`src/rtl/fir_stream_driver.sv`:
```
// fir_stream_driver
// Host-side initiator for a streaming FIR filter input interface.
// - Collects NBR_OF_TAPS coefficient words from the host and replays them to the
//   filter as one contiguous s_set_coeffs burst, followed by a two-cycle gap.
// - Queues host samples in a small FIFO and streams them back-to-back with
//   s_axis_fir_tvalid. A pop is only issued when the result buffer is
//   guaranteed to have room for the resulting y_n.
// - Captures y_n Y_LATENCY cycles after each valid sample into a result FIFO
//   that the host drains with a valid/ready handshake.
// Ports:
//   clk, rst_n          clock, asynchronous active-low reset
//   host_data/is_coef   host word and its kind (1 = coefficient, 0 = sample)
//   host_valid/ready    host word handshake
//   flush               level; streams a partially filled sample FIFO
//   x_n, s_set_coeffs,
//   s_axis_fir_tvalid   registered drive towards the FIR core
//   y_n                 FIR output
//   res_data/valid/ready result buffer head and handshake
//   busy                any activity or buffered data
//   coef_done           one-cycle pulse at the start of the post-burst gap
// NBR_OF_TAPS must be >= 2; FIFO_DEPTH and RES_DEPTH must be powers of 2.
`timescale 1ns / 1ps

module fir_stream_driver #(
  parameter int unsigned X_N_SIZE    = 8,
  parameter int unsigned Y_N_SIZE    = 14,
  parameter int unsigned NBR_OF_TAPS = 3,
  parameter int unsigned FIFO_DEPTH  = 4,
  parameter int unsigned Y_LATENCY   = 2,
  parameter int unsigned RES_DEPTH   = 4
) (
  input  logic                clk,
  input  logic                rst_n,
  input  logic [X_N_SIZE-1:0] host_data,
  input  logic                host_is_coef,
  input  logic                host_valid,
  output logic                host_ready,
  input  logic                flush,
  output logic [X_N_SIZE-1:0] x_n,
  output logic                s_set_coeffs,
  output logic                s_axis_fir_tvalid,
  input  logic [Y_N_SIZE-1:0] y_n,
  output logic [Y_N_SIZE-1:0] res_data,
  output logic                res_valid,
  input  logic                res_ready,
  output logic                busy,
  output logic                coef_done
);

  localparam int unsigned FAW = $clog2(FIFO_DEPTH);
  localparam int unsigned FCW = FAW + 1;
  localparam int unsigned RAW = $clog2(RES_DEPTH);
  localparam int unsigned RCW = RAW + 1;
  localparam int unsigned TCW = $clog2(NBR_OF_TAPS + 1);
  localparam int unsigned CCW = $clog2(RES_DEPTH + Y_LATENCY + 2) + 1;

  typedef enum logic [2:0] {
    StIdle,
    StCoefFill,
    StCoefBurst,
    StCoefGap,
    StStream
  } state_e;

  state_e              r_state;
  logic [TCW-1:0]      r_cnt;
  logic [X_N_SIZE-1:0] r_coef [NBR_OF_TAPS];
  logic [X_N_SIZE-1:0] r_x_n;
  logic                r_set_coeffs;
  logic                r_tvalid;
  logic                r_coef_done;

  // Sample FIFO
  logic [X_N_SIZE-1:0] r_fifo_mem [FIFO_DEPTH];
  logic [FAW-1:0]      r_fifo_wr;
  logic [FAW-1:0]      r_fifo_rd;
  logic [FCW-1:0]      r_fifo_cnt;
  logic [FCW-1:0]      w_fifo_cnt_d;
  logic                w_fifo_empty;
  logic                w_fifo_full;
  logic                w_fifo_push;
  logic                w_fifo_pop;

  // Result buffer
  logic [Y_N_SIZE-1:0] r_res_mem [RES_DEPTH];
  logic [RAW-1:0]      r_res_wr;
  logic [RAW-1:0]      r_res_rd;
  logic [RCW-1:0]      r_res_cnt;
  logic                w_res_push;
  logic                w_res_pop;

  // Delayed copies of tvalid; the last stage marks y_n as belonging to a sample
  logic [Y_LATENCY-1:0] r_pipe;
  logic [CCW-1:0]       w_inflight;
  logic                 w_credit;

  logic w_coef_ok;
  logic w_samp_ok;
  logic w_coef_acc;

  assign w_fifo_empty = (r_fifo_cnt == '0);
  assign w_fifo_full  = (r_fifo_cnt == FCW'(FIFO_DEPTH));

  // The sample currently on x_n and every pipe stage still owe a result slot.
  always_comb begin
    w_inflight = CCW'(r_tvalid);
    for (int i = 0; i < int'(Y_LATENCY); i++) begin
      w_inflight = w_inflight + CCW'(r_pipe[i]);
    end
  end

  assign w_credit = (CCW'(r_res_cnt) + w_inflight + CCW'(1)) <= CCW'(RES_DEPTH);

  assign w_coef_ok  = ((r_state == StIdle) || (r_state == StCoefFill)) &&
                      w_fifo_empty && (w_inflight == '0);
  assign w_samp_ok  = ((r_state == StIdle) || (r_state == StStream)) && !w_fifo_full;
  assign host_ready = host_is_coef ? w_coef_ok : w_samp_ok;

  assign w_coef_acc   = host_valid && host_is_coef && w_coef_ok;
  assign w_fifo_push  = host_valid && !host_is_coef && w_samp_ok;
  assign w_fifo_pop   = (r_state == StStream) && !w_fifo_empty && w_credit;
  assign w_fifo_cnt_d = r_fifo_cnt + FCW'(w_fifo_push) - FCW'(w_fifo_pop);

  assign w_res_push = r_pipe[Y_LATENCY-1];
  assign res_valid  = (r_res_cnt != '0);
  assign w_res_pop  = res_valid && res_ready;
  assign res_data   = res_valid ? r_res_mem[r_res_rd] : '0;

  assign x_n               = r_x_n;
  assign s_set_coeffs      = r_set_coeffs;
  assign s_axis_fir_tvalid = r_tvalid;
  assign coef_done         = r_coef_done;
  assign busy              = (r_state != StIdle) || !w_fifo_empty || res_valid ||
                             (w_inflight != '0);

  // Control FSM with registered FIR-side outputs
  always_ff @(posedge clk or negedge rst_n) begin
    if (!rst_n) begin
      r_state      <= StIdle;
      r_cnt        <= '0;
      r_x_n        <= '0;
      r_set_coeffs <= 1'b0;
      r_tvalid     <= 1'b0;
      r_coef_done  <= 1'b0;
      for (int i = 0; i < int'(NBR_OF_TAPS); i++) begin
        r_coef[i] <= '0;
      end
    end else begin
      r_x_n        <= '0;
      r_set_coeffs <= 1'b0;
      r_tvalid     <= 1'b0;
      r_coef_done  <= 1'b0;
      case (r_state)
        StIdle: begin
          if (w_coef_acc) begin
            r_coef[0] <= host_data;
            r_cnt     <= TCW'(1);
            r_state   <= StCoefFill;
          end else if (w_fifo_full || (flush && !w_fifo_empty)) begin
            r_state <= StStream;
          end
        end
        StCoefFill: begin
          if (w_coef_acc) begin
            r_coef[r_cnt] <= host_data;
            if (r_cnt == TCW'(NBR_OF_TAPS - 1)) begin
              // First burst cycle repeats coef[0]; the filter discards it.
              r_cnt        <= '0;
              r_set_coeffs <= 1'b1;
              r_x_n        <= r_coef[0];
              r_state      <= StCoefBurst;
            end else begin
              r_cnt <= r_cnt + TCW'(1);
            end
          end
        end
        StCoefBurst: begin
          // r_cnt is the burst cycle being shown; load the next one's word.
          if (r_cnt == TCW'(NBR_OF_TAPS)) begin
            r_cnt       <= '0;
            r_coef_done <= 1'b1;
            r_state     <= StCoefGap;
          end else begin
            r_set_coeffs <= 1'b1;
            r_x_n        <= r_coef[r_cnt];
            r_cnt        <= r_cnt + TCW'(1);
          end
        end
        StCoefGap: begin
          if (r_cnt == '0) begin
            r_cnt <= TCW'(1);
          end else begin
            r_cnt   <= '0;
            r_state <= StIdle;
          end
        end
        StStream: begin
          r_tvalid <= w_fifo_pop;
          r_x_n    <= w_fifo_pop ? r_fifo_mem[r_fifo_rd] : '0;
          if (w_fifo_cnt_d == '0) begin
            r_state <= StIdle;
          end
        end
        default: r_state <= StIdle;
      endcase
    end
  end

  always_ff @(posedge clk) begin
    if (w_fifo_push) begin
      r_fifo_mem[r_fifo_wr] <= host_data;
    end
  end

  always_ff @(posedge clk or negedge rst_n) begin
    if (!rst_n) begin
      r_fifo_wr  <= '0;
      r_fifo_rd  <= '0;
      r_fifo_cnt <= '0;
    end else begin
      if (w_fifo_push) begin
        r_fifo_wr <= r_fifo_wr + FAW'(1);
      end
      if (w_fifo_pop) begin
        r_fifo_rd <= r_fifo_rd + FAW'(1);
      end
      r_fifo_cnt <= w_fifo_cnt_d;
    end
  end

  always_ff @(posedge clk or negedge rst_n) begin
    if (!rst_n) begin
      r_pipe <= '0;
    end else begin
      r_pipe[0] <= r_tvalid;
      for (int i = 1; i < int'(Y_LATENCY); i++) begin
        r_pipe[i] <= r_pipe[i-1];
      end
    end
  end

  always_ff @(posedge clk) begin
    if (w_res_push) begin
      r_res_mem[r_res_wr] <= y_n;
    end
  end

  // Credit check on every pop guarantees a push never meets a full buffer.
  always_ff @(posedge clk or negedge rst_n) begin
    if (!rst_n) begin
      r_res_wr  <= '0;
      r_res_rd  <= '0;
      r_res_cnt <= '0;
    end else begin
      if (w_res_push) begin
        r_res_wr <= r_res_wr + RAW'(1);
      end
      if (w_res_pop) begin
        r_res_rd <= r_res_rd + RAW'(1);
      end
      r_res_cnt <= r_res_cnt + RCW'(w_res_push) - RCW'(w_res_pop);
    end
  end

endmodule

```
`config.mk`:
```
export PLATFORM = sky130hd
export DESIGN_NAME = fir_stream_driver
export DESIGN_NICKNAME = d
export VERILOG_FILES = /design/src/rtl/fir_stream_driver.sv
export SDC_FILE = /design/constraint.sdc
export NUM_CORES = 1
export LEC_CHECK = 0
export BUFFER_PORTS_ARGS = -buffer_cell sky130_fd_sc_hd__buf_2
export CAP_MARGIN = 20
export CELL_PAD_IN_SITES_DETAIL_PLACEMENT = 0
export CELL_PAD_IN_SITES_GLOBAL_PLACEMENT = 2
export CORE_ASPECT_RATIO = 0.9
export CORE_MARGIN = 2
export CORE_UTILIZATION = 47
export DETAILED_ROUTE_END_ITERATION = 8
export PLACE_DENSITY = 0.87
export SLEW_MARGIN = 20
export SYNTH_ARGS = -nofsm -noshare
export SYNTH_HDL_FRONTEND = slang
export SYNTH_SLANG_ARGS = --single-unit
```
`constraint.sdc`:
```
create_clock -name clk -period 8.15 [get_ports clk]
set_clock_uncertainty 0.15 [all_clocks]
set_input_delay 0.815 -clock clk [delete_from_list [all_inputs] [get_ports clk]]
set_output_delay 0.815 -clock clk [all_outputs]
set_load 0.01 [all_outputs]
```
==> results of run 1 <==
==> where the power goes <==
group,switching (mW),leakage [nW],internal (mW),total [mW]
combinational,0.236,1.05,0.293,0.528
sequential,0.129,1.52,0.868,0.997
clock,0.284,0.283,0.489,0.773
==> sequential cells by signal (all words and copies together), names as in the netlist, 2 cells and up <==
signal      count
r_cnt           2
r_coef         24
r_fifo_cnt      3
r_fifo_mem     32
r_fifo_rd       2
r_fifo_wr       2
r_pipe          2
r_res_cnt       3
r_res_mem      56
r_res_rd        2
r_res_wr        2
r_state         3
x_n             8
==> Yosys cell counts, types with 2 or more instances <==
| library cell | n | area share, % |
|---|---|---|
| a21oi_1 | 9 | 0.73 |
| edfxtp_1 | 88 | 43 |
| mux2_2 | 34 | 6.2 |
| ha_1 | 19 | 3.9 |
| and2_1 | 23 | 2.3 |
| nor3_1 | 3 | 0.24 |
| inv_1 | 21 | 1.3 |
| buf_1 | 2 | 0.12 |
| nand2_1 | 27 | 1.6 |
| buf_2 | 2 | 0.16 |
| nor2b_1 | 4 | 0.41 |
| clkbuf_1 | 7 | 0.43 |
| dfrtp_1 | 56 | 23 |
| nand3b_1 | 2 | 0.24 |
| or3_1 | 2 | 0.20 |
| mux4_2 | 22 | 8.0 |
| xor2_1 | 4 | 0.57 |
| o21ai_0 | 7 | 0.57 |
| buf_4 | 2 | 0.24 |
| a221o_1 | 8 | 1.3 |
| xnor2_1 | 6 | 0.85 |
| nor2_1 | 7 | 0.43 |
| fa_1 | 3 | 0.97 |
==> worst register-to-register path: stages, from the launching register on <==
cell and delay, ns:
dfrtp_1 0.45, inv_1 0.11, fa_1 0.43, inv_1 0.08
ha_1 0.24, nor2b_1 0.14, o311a_1 0.33, nor2_1 0.79
ha_1 0.38, inv_1 0.05, ha_1 0.13, inv_1 0.05
fa_1 0.38, xnor2_1 0.18, xnor2_1 0.16, nor4_1 0.07
a311oi_1 0.25
==> cells by family after synthesis <==
logic type / Yosys count
AO/OA/AOI/OAI: 33
XOR/XNOR: 10
adder cells (fa/ha/maj): 22
buffers and inverters: 36
flip-flops: 144
multiplexers: 57
AND/OR/NAND/NOR: 80
==> path summary, 6_finish.rpt <==
path                            slack (ns)       from          to
worst max-delay path                  3.66  r_pipe[1]  r_state[2]
worst min-delay path                  0.22  r_pipe[0]   r_pipe[1]
worst max register to register        3.66  r_pipe[1]  r_state[2]
worst min register to register        0.22  r_pipe[0]   r_pipe[1]
max in group asynchronous             6.95      rst_n  r_coef[17]
min in group asynchronous             0.38      rst_n      x_n[5]
==> routing by layer <==
| layer | track usage, % | share of wire (%) | up-vias |
|---|---|---|---|
| met5 | 0 | 0 | - |
| met4 | 4.94 | 0.62 | 0 |
| met3 | 6.10 | 5.6 | 5 |
| met2 | 27.2 | 48 | 74 |
| met1 | 24.7 | 46 | 1715 |
| li1 | - | - | 1548 |
==> cell type report <==
class                      count  area, um^2
timing repair buffer          56         283
tap                          164         205
multi-input combinational    202        1970
fill                        1002        5560
sequential                   144        4040
inverter                      22        82.6
clock buffer                  22         454
clock inverter                10         136
==> stage by stage <==
step / instances / area [um^2] / hold WS, ns / worst slack [ns] / total power [mW]
2_1_floorplan: 382 / 6170 / 0.204 / 4.35 / 1.39
3_3_place_gp: 588 / 6580 / 0.210 / 3.80 / 1.53
3_5_place_dp: 588 / 6580 / 0.213 / 3.64 / 1.55
4_1_cts: 620 / 7170 / 0.227 / 3.64 / 2.32
5_1_grt: 620 / 7170 / 0.241 / 3.33 / 2.42
6_report: 620 / 7170 / 0.224 / 3.66 / 2.30
==> out/metrics.cfg, run 1 <==
[status]
status = completed

[synthesis]
synth_edf_count = 88
synth_xor_area_share_pct = 1.42
syn-num-nets = 432
yosysUniqueCellTypes = 47
ys_seq_elements = 144
synth_area_per_cell_um2 = 16.1
synth_compound_area_share_pct = 4.10
yosys_warnings = 0
synthFlopType = edfxtp_1
synthAdderAreaFrac_pct = 4.83
muxShareOfSynthArea_pct = 14.4
syn_inst = 382
ys_async_sr_fraction_pct = 38.9
synth_top_family_by_area = multiplexers
yosysSeqAreaShare_pct = 65.6
yosys.area_share.simple_pct = 7.18
synth_area_um2 = 6170

[setup_path]
cp.depth = 16
critPathBufInv = 4
crit_family = adder cells
max_stage_delay_ns = 0.79
critPathRequiredTime_ns = 8.31
cp-end-kind = register
crit_path_top_delay_cell = nor2_1
reg2regPathDepth = 16
startpoint_type = register
path_common_cell = inv_1
crit_type = reg -> reg
worstPathArrival_ns = 4.65
cp_cell_sequence = inv_1, fa_1, inv_1, ha_1, nor2b_1, o311a_1, nor2_1, ha_1, inv_1, ha_1, inv_1, fa_1, xnor2_1, xnor2_1, nor4_1, a311oi_1
crit_fanout = 10

[timing]
finalSetupViolations = 0
clock.fmax_mhz = 223
worst_slew_pin_slew_ns = 1.01
rsz0062_at_grt = no
slew_headroom_pct = 32.3
hold_viol = 0
maxSlewViolCount = 0
fin_crit_sh_pct = 55.1
setup_tns_ns = 0
period_needed_ns = 4.49

[floorplanning]
start_util_pct = 48.4
rows = 39
core_area_um2 = 12700
fp.dieW_um = 125
ios = 56
die_h_um = 113
die-area_um2 = 14100

[cts]
ctsLongestPathBuffers = 2
numCtsBuffers = 17
postCtsResizedCells = 0
cts_root_buf = clkbuf_16
cts_tree = built
cts_hold_buffers = 0
cts_max_level = 4
cts_setup_buffers = 0
clk_latency_ns = 0.41
cts.sinks = 144
clk_pin_slew_ns = 0.06

[grt]
globalRouteTotalUtil_pct = 17.8
grt_pass1_vias = 3513
grt_max_degree = 57
grt_pass1_wl_um = 18800
grt_overflow = 0
antenna_found_initial = 0

[placement]
dp_hpwl_um = 7720
numPortBuffers = 55
gp_congestion = 0.790

[finish]
layout_commonest_cell = edfxtp_1
layout_common_cells = 88 x edfxtp_1, 56 x dfrtp_1, 55 x buf_2
nets = 493
final_util_pct = 56.3
n_antenna_cell = 0
syn_to_final_growth_pct = 16.4
drive_above_1_share_pct = 31.6

[worst_hold_path]
hold_path.class = reg -> reg
hold_path_depth = 0

[routing]
vias = 3342
wirelength_um = 11600
ant_nets = 0
drtPass1Iterations = 4
drt_iter0_drc = 270
wl_per_cell_um = 18.7
vias_per_cell = 5.39
drc = 0

[power]
ir_drop_mv = 0.201
leakagePower_nw = 2.85
power_density_nw_per_um2 = 320

[job]
maxCapViolations = 0

Power figures use the tool's default switching activity.
==> run 2, diff against run 1 <==
--- a/config.mk
+++ b/config.mk
@@ -11,9 +11,9 @@
 export CELL_PAD_IN_SITES_GLOBAL_PLACEMENT = 2
 export CORE_ASPECT_RATIO = 0.9
 export CORE_MARGIN = 2
-export CORE_UTILIZATION = 47
+export CORE_UTILIZATION = 43
 export DETAILED_ROUTE_END_ITERATION = 8
-export PLACE_DENSITY = 0.87
+export PLACE_DENSITY = 0.8
 export SLEW_MARGIN = 20
 export SYNTH_ARGS = -nofsm -noshare
 export SYNTH_HDL_FRONTEND = slang
==> constraint.sdc (replaced) <==
create_clock -name clk -period 4.59 [get_ports clk]
set_clock_uncertainty 0.15 [all_clocks]
set_input_delay 0.459 -clock clk [delete_from_list [all_inputs] [get_ports clk]]
set_output_delay 0.459 -clock clk [all_outputs]
set_load 0.01 [all_outputs]
==> out/metrics.cfg, run 2 (same netlist as run 1, synthesis figures left out) <==
[status]
status = completed

[floorplanning]
fp.dieW_um = 130
start_util_pct = 44.0
core_area_um2 = 14000
die_h_um = 118
die-area_um2 = 15300
ios = 56
rows = 41

[finish]
layout_commonest_cell = edfxtp_1
seq_area_um2 = 4040
nets = 494
syn_to_final_growth_pct = 16.6
drive_above_1_share_pct = 32.4
top_regs = r_res_mem: 56 flops, r_fifo_mem: 32 flops, r_coef: 24 flops
layout_common_cells = 88 x edfxtp_1, 56 x dfrtp_1, 55 x buf_2
fin_area_um2 = 7190
n_fill_cell = 1179
multi_input_area_um2 = 1970
n_antenna_cell = 0
top_register = r_res_mem
largest_reg_flops = 56

[job]
maxCapViolations = 0

[cts]
cts_root_buf = clkbuf_16
clk_pin_slew_ns = 0.06
cts_max_level = 4
numCtsBuffers = 17
clk_latency_ns = 0.42
cts_tree = built
postCtsResizedCells = 0
ctsLongestPathBuffers = 2
cts_hold_buffers = 0
cts_setup_buffers = 0
cts.sinks = 144

[grt]
grt_overflow = 0
grt_pass1_vias = 3544
antenna_found_initial = 0
grt_max_degree = 57
grt_pass1_wl_um = 18700
globalRouteTotalUtil_pct = 16.6

[timing]
period_needed_ns = 3.88
clock.fmax_mhz = 258
rsz0062_at_grt = no
setup_tns_ns = 0
fin_crit_sh_pct = 84.5
slew_headroom_pct = 33.8
maxSlewViolCount = 0
hold_viol = 0
finalSetupViolations = 0
worst_slew_pin_slew_ns = 0.993
hold_ws_ns = 0.0230

[routing]
drc = 0
drtPass1Iterations = 4
vias = 3349
wirelength_um = 11500
drt_iter0_drc = 274
vias_per_cell = 5.15
wl_per_cell_um = 17.8
ant_nets = 0

[placement]
numPortBuffers = 55
dp_hpwl_um = 7620
gp_congestion = 0.758
place_area_um2 = 6630

[setup_path]
startpoint_type = register
critPathBufInv = 5
path_common_cell = inv_1
max_stage_delay_ns = 0.46
cp_cell_sequence = inv_1, fa_1, inv_1, ha_1, nor2b_1, o311a_1, nor2_1, buf_4, ha_1, inv_1, ha_1, inv_1, fa_1, xnor2_1, xnor2_1, nor4_1, a311oi_1
crit_fanout = 10
crit_path_top_delay_cell = dfrtp_1
critPathRequiredTime_ns = 4.76
crit_type = reg -> reg
worstPathArrival_ns = 4.05
cp-end-kind = register
crit_family = adder cells

[power]
ir_drop_mv = 0.306
total_power_mw = 4.00
leakagePower_nw = 2.85
power_density_nw_per_um2 = 557

[worst_hold_path]
hold_path.class = in -> async

run 2: metrics by stage:
| stage | setup WS (ns) | std cells | utilization (%) |
|---|---|---|---|
| after floorplan | 0.794 | 382 | - |
| after global placement | 0.848 | 618 | 47.3 |
| after detailed placement | 0.679 | 618 | 47.3 |
| after CTS | 0.663 | 650 | 51.3 |
| after global routing | 0.508 | 650 | 51.3 |
| final | 0.710 | 650 | 51.3 |
run 2: per-layer routing:
layer | GRT usage (%) | part of all wire [%] | up-vias
met5 | 0 | 0 | -
li1 | - | - | 1553
met2 | 25.5 | 47 | 61
met1 | 22.6 | 47 | 1720
met4 | 6.05 | 1.4 | 0
met3 | 4.82 | 4.5 | 15
run 2: path summary, 6_finish.rpt:
path | start | endpoint | slack (ns) | depth (start not counted)
worst min-delay path | rst_n | r_fifo_wr[1] | 0.02 | 2
worst max register to register | r_pipe[1] | r_state[2] | 0.71 | 17
worst max-delay path | r_pipe[1] | r_state[2] | 0.71 | 17
max in group asynchronous | rst_n | r_coef[21] | 3.78 | 2
worst min register to register | r_pipe[0] | r_pipe[1] | 0.22 | 0
min in group clk | y_n[13] | r_res_mem[3][13] | 0.11 | 1
run 2: final cells by class:
| cell class | count | area share [%] |
|---|---|---|
| Inverter | 22 | 1.15 |
| Sequential cell | 144 | 56.3 |
| Clock inverter | 14 | 1.81 |
| Multi-Input combinational cell | 202 | 27.4 |
| Clock buffer | 18 | 5.97 |
| Tap cell | 193 | 3.36 |
| Timing Repair Buffer | 57 | 4.04 |
run 2: power by group:
part	internal [mW]	switching (mW)
clock network	0.754	0.539
registers	1.54	0.233
logic	0.520	0.418
run 2: worst reg2reg max path, cell delays in order (launching register included):
cell      delay (ns)
dfrtp_1         0.46
inv_1           0.11
fa_1            0.44
inv_1           0.08
ha_1            0.24
nor2b_1         0.14
o311a_1         0.32
nor2_1          0.11
buf_4           0.21
ha_1            0.25
inv_1           0.05
ha_1            0.13
inv_1           0.05
fa_1            0.37
xnor2_1         0.18
xnor2_1         0.16
nor4_1          0.07
a311oi_1        0.26
==> run 3, diff against run 2 <==
==> constraint.sdc (replaced) <==
create_clock -name clk -period 3.9 [get_ports clk]
set_clock_uncertainty 0.15 [all_clocks]
set_input_delay 0.39 -clock clk [delete_from_list [all_inputs] [get_ports clk]]
set_output_delay 0.39 -clock clk [all_outputs]
set_load 0.01 [all_outputs]
==> out/metrics.cfg, run 3 (same netlist as run 1, synthesis figures left out) <==
[status]
status = completed

[finish]
final_util_pct = 52.0
seq_area_um2 = 4050
n_antenna_cell = 0
n_fill_cell = 1183
layout_commonest_cell = edfxtp_1
top_register = r_res_mem
drive_above_1_share_pct = 33.0
layout_common_cells = 88 x edfxtp_1, 55 x dfrtp_1, 55 x buf_2
nets = 497
multi_input_area_um2 = 1970
syn_to_final_growth_pct = 18.0
fin_cells = 653
largest_reg_flops = 56
top_regs = r_res_mem: 56 flops, r_fifo_mem: 32 flops, r_coef: 24 flops
fin_area_um2 = 7280

[routing]
drt_iter0_drc = 219
vias = 3373
wl_per_cell_um = 18.6
drtPass1Iterations = 5
ant_nets = 0
drc = 0
wirelength_um = 12100
vias_per_cell = 5.17

[job]
maxCapViolations = 0

[setup_path]
crit_path_top_delay_cell = fa_1
startpoint_type = register
path_common_cell = inv_1
cp-end-kind = register
critPathBufInv = 4
crit_type = reg -> reg
crit_family = adder cells
crit_fanout = 8
max_stage_delay_ns = 0.42
cp_cell_sequence = inv_1, fa_1, inv_1, ha_1, nor2b_1, o311a_1, nor2_2, ha_1, inv_1, ha_1, inv_1, fa_1, xnor2_1, xnor2_1, nor4_1, a311oi_1
critPathRequiredTime_ns = 4.08
worstPathArrival_ns = 3.78

[placement]
numPortBuffers = 55
pre_cts_ws_ns = 0.227
place_area_um2 = 6640
dp_hpwl_um = 7790
post-place-cells = 619
gp_congestion = 0.741

[floorplanning]
start_util_pct = 44.0
rows = 41
fp.dieW_um = 130
die_h_um = 118
core_area_um2 = 14000
ios = 56
die-area_um2 = 15300

[power]
leakagePower_nw = 2.88
ir_drop_mv = 0.262
power_density_nw_per_um2 = 675
total_power_mw = 4.91

[timing]
finalSetupViolations = 0
hold_viol = 0
setup_tns_ns = 0
clock.fmax_mhz = 278
period_needed_ns = 3.60
setup_ws_ns = 0.300
rsz0062_at_grt = no
slew_headroom_pct = 42.5
hold_ws_ns = 0.0338
fin_crit_sh_pct = 92.3
maxSlewViolCount = 0
worst_slew_pin_slew_ns = 0.862

[cts]
cts.sinks = 144
clk_latency_ns = 0.42
cts_max_level = 4
cts_tree = built
cts_root_buf = clkbuf_16
ctsLongestPathBuffers = 2
clk_pin_slew_ns = 0.06
numCtsBuffers = 17

[grt]
grt_overflow = 0
globalRouteTotalUtil_pct = 16.8
grt_pass1_wl_um = 18700
antenna_found_initial = 0
grt_pass1_vias = 3435
grt_max_degree = 32

[worst_hold_path]
hold_path.class = in -> reg

-- run 3: timing repair --
action,in CTS,in global routing
hold buffers,1,0
resized for setup,0,2
setup buffers,0,1
hold endpoints to repair,25,0
setup endpoints to repair,0,1
-- run 3: report_power, final --
part | leakage (nW) | internal [mW] | switching, mW
Combinational | 1.07 | 0.638 | 0.530
Clock | 0.297 | 1.07 | 0.618
Sequential | 1.51 | 1.81 | 0.243
-- run 3: area by class of cell --
| class | count | share of cell area (%) |
|---|---|---|
| timing repair buffer | 60 | 4.33 |
| tap | 193 | 3.32 |
| multi-input combinational | 202 | 27.1 |
| sequential | 144 | 55.6 |
| clock inverter | 13 | 2.60 |
| clock buffer | 19 | 5.95 |
| inverter | 22 | 1.13 |
-- run 3: final timing paths --
| path | start | endpoint | slack [ns] | cells after the start |
|---|---|---|---|---|
| min in group asynchronous | rst_n | r_cnt[0] | 0.37 | 2 |
| setup reg to reg | r_pipe[1] | r_state[2] | 0.30 | 16 |
| hold / removal | y_n[5] | r_res_mem[2][5] | 0.03 | 1 |
| setup / recovery | r_pipe[1] | r_state[2] | 0.30 | 16 |
| hold reg to reg | r_pipe[0] | r_pipe[1] | 0.23 | 0 |
| max in group asynchronous | rst_n | r_pipe[1] | 2.35 | 3 |
-- run 3: metal layers --
| metal | part of all wire, % | vias up | GRT usage [%] |
|---|---|---|---|
| li1 | - | 1556 | - |
| met1 | 47 | 1723 | 24.2 |
| met2 | 47 | 78 | 24.8 |
| met3 | 5.0 | 16 | 5.36 |
| met4 | 1.1 | 0 | 4.77 |
| met5 | 0 | - | 0 |
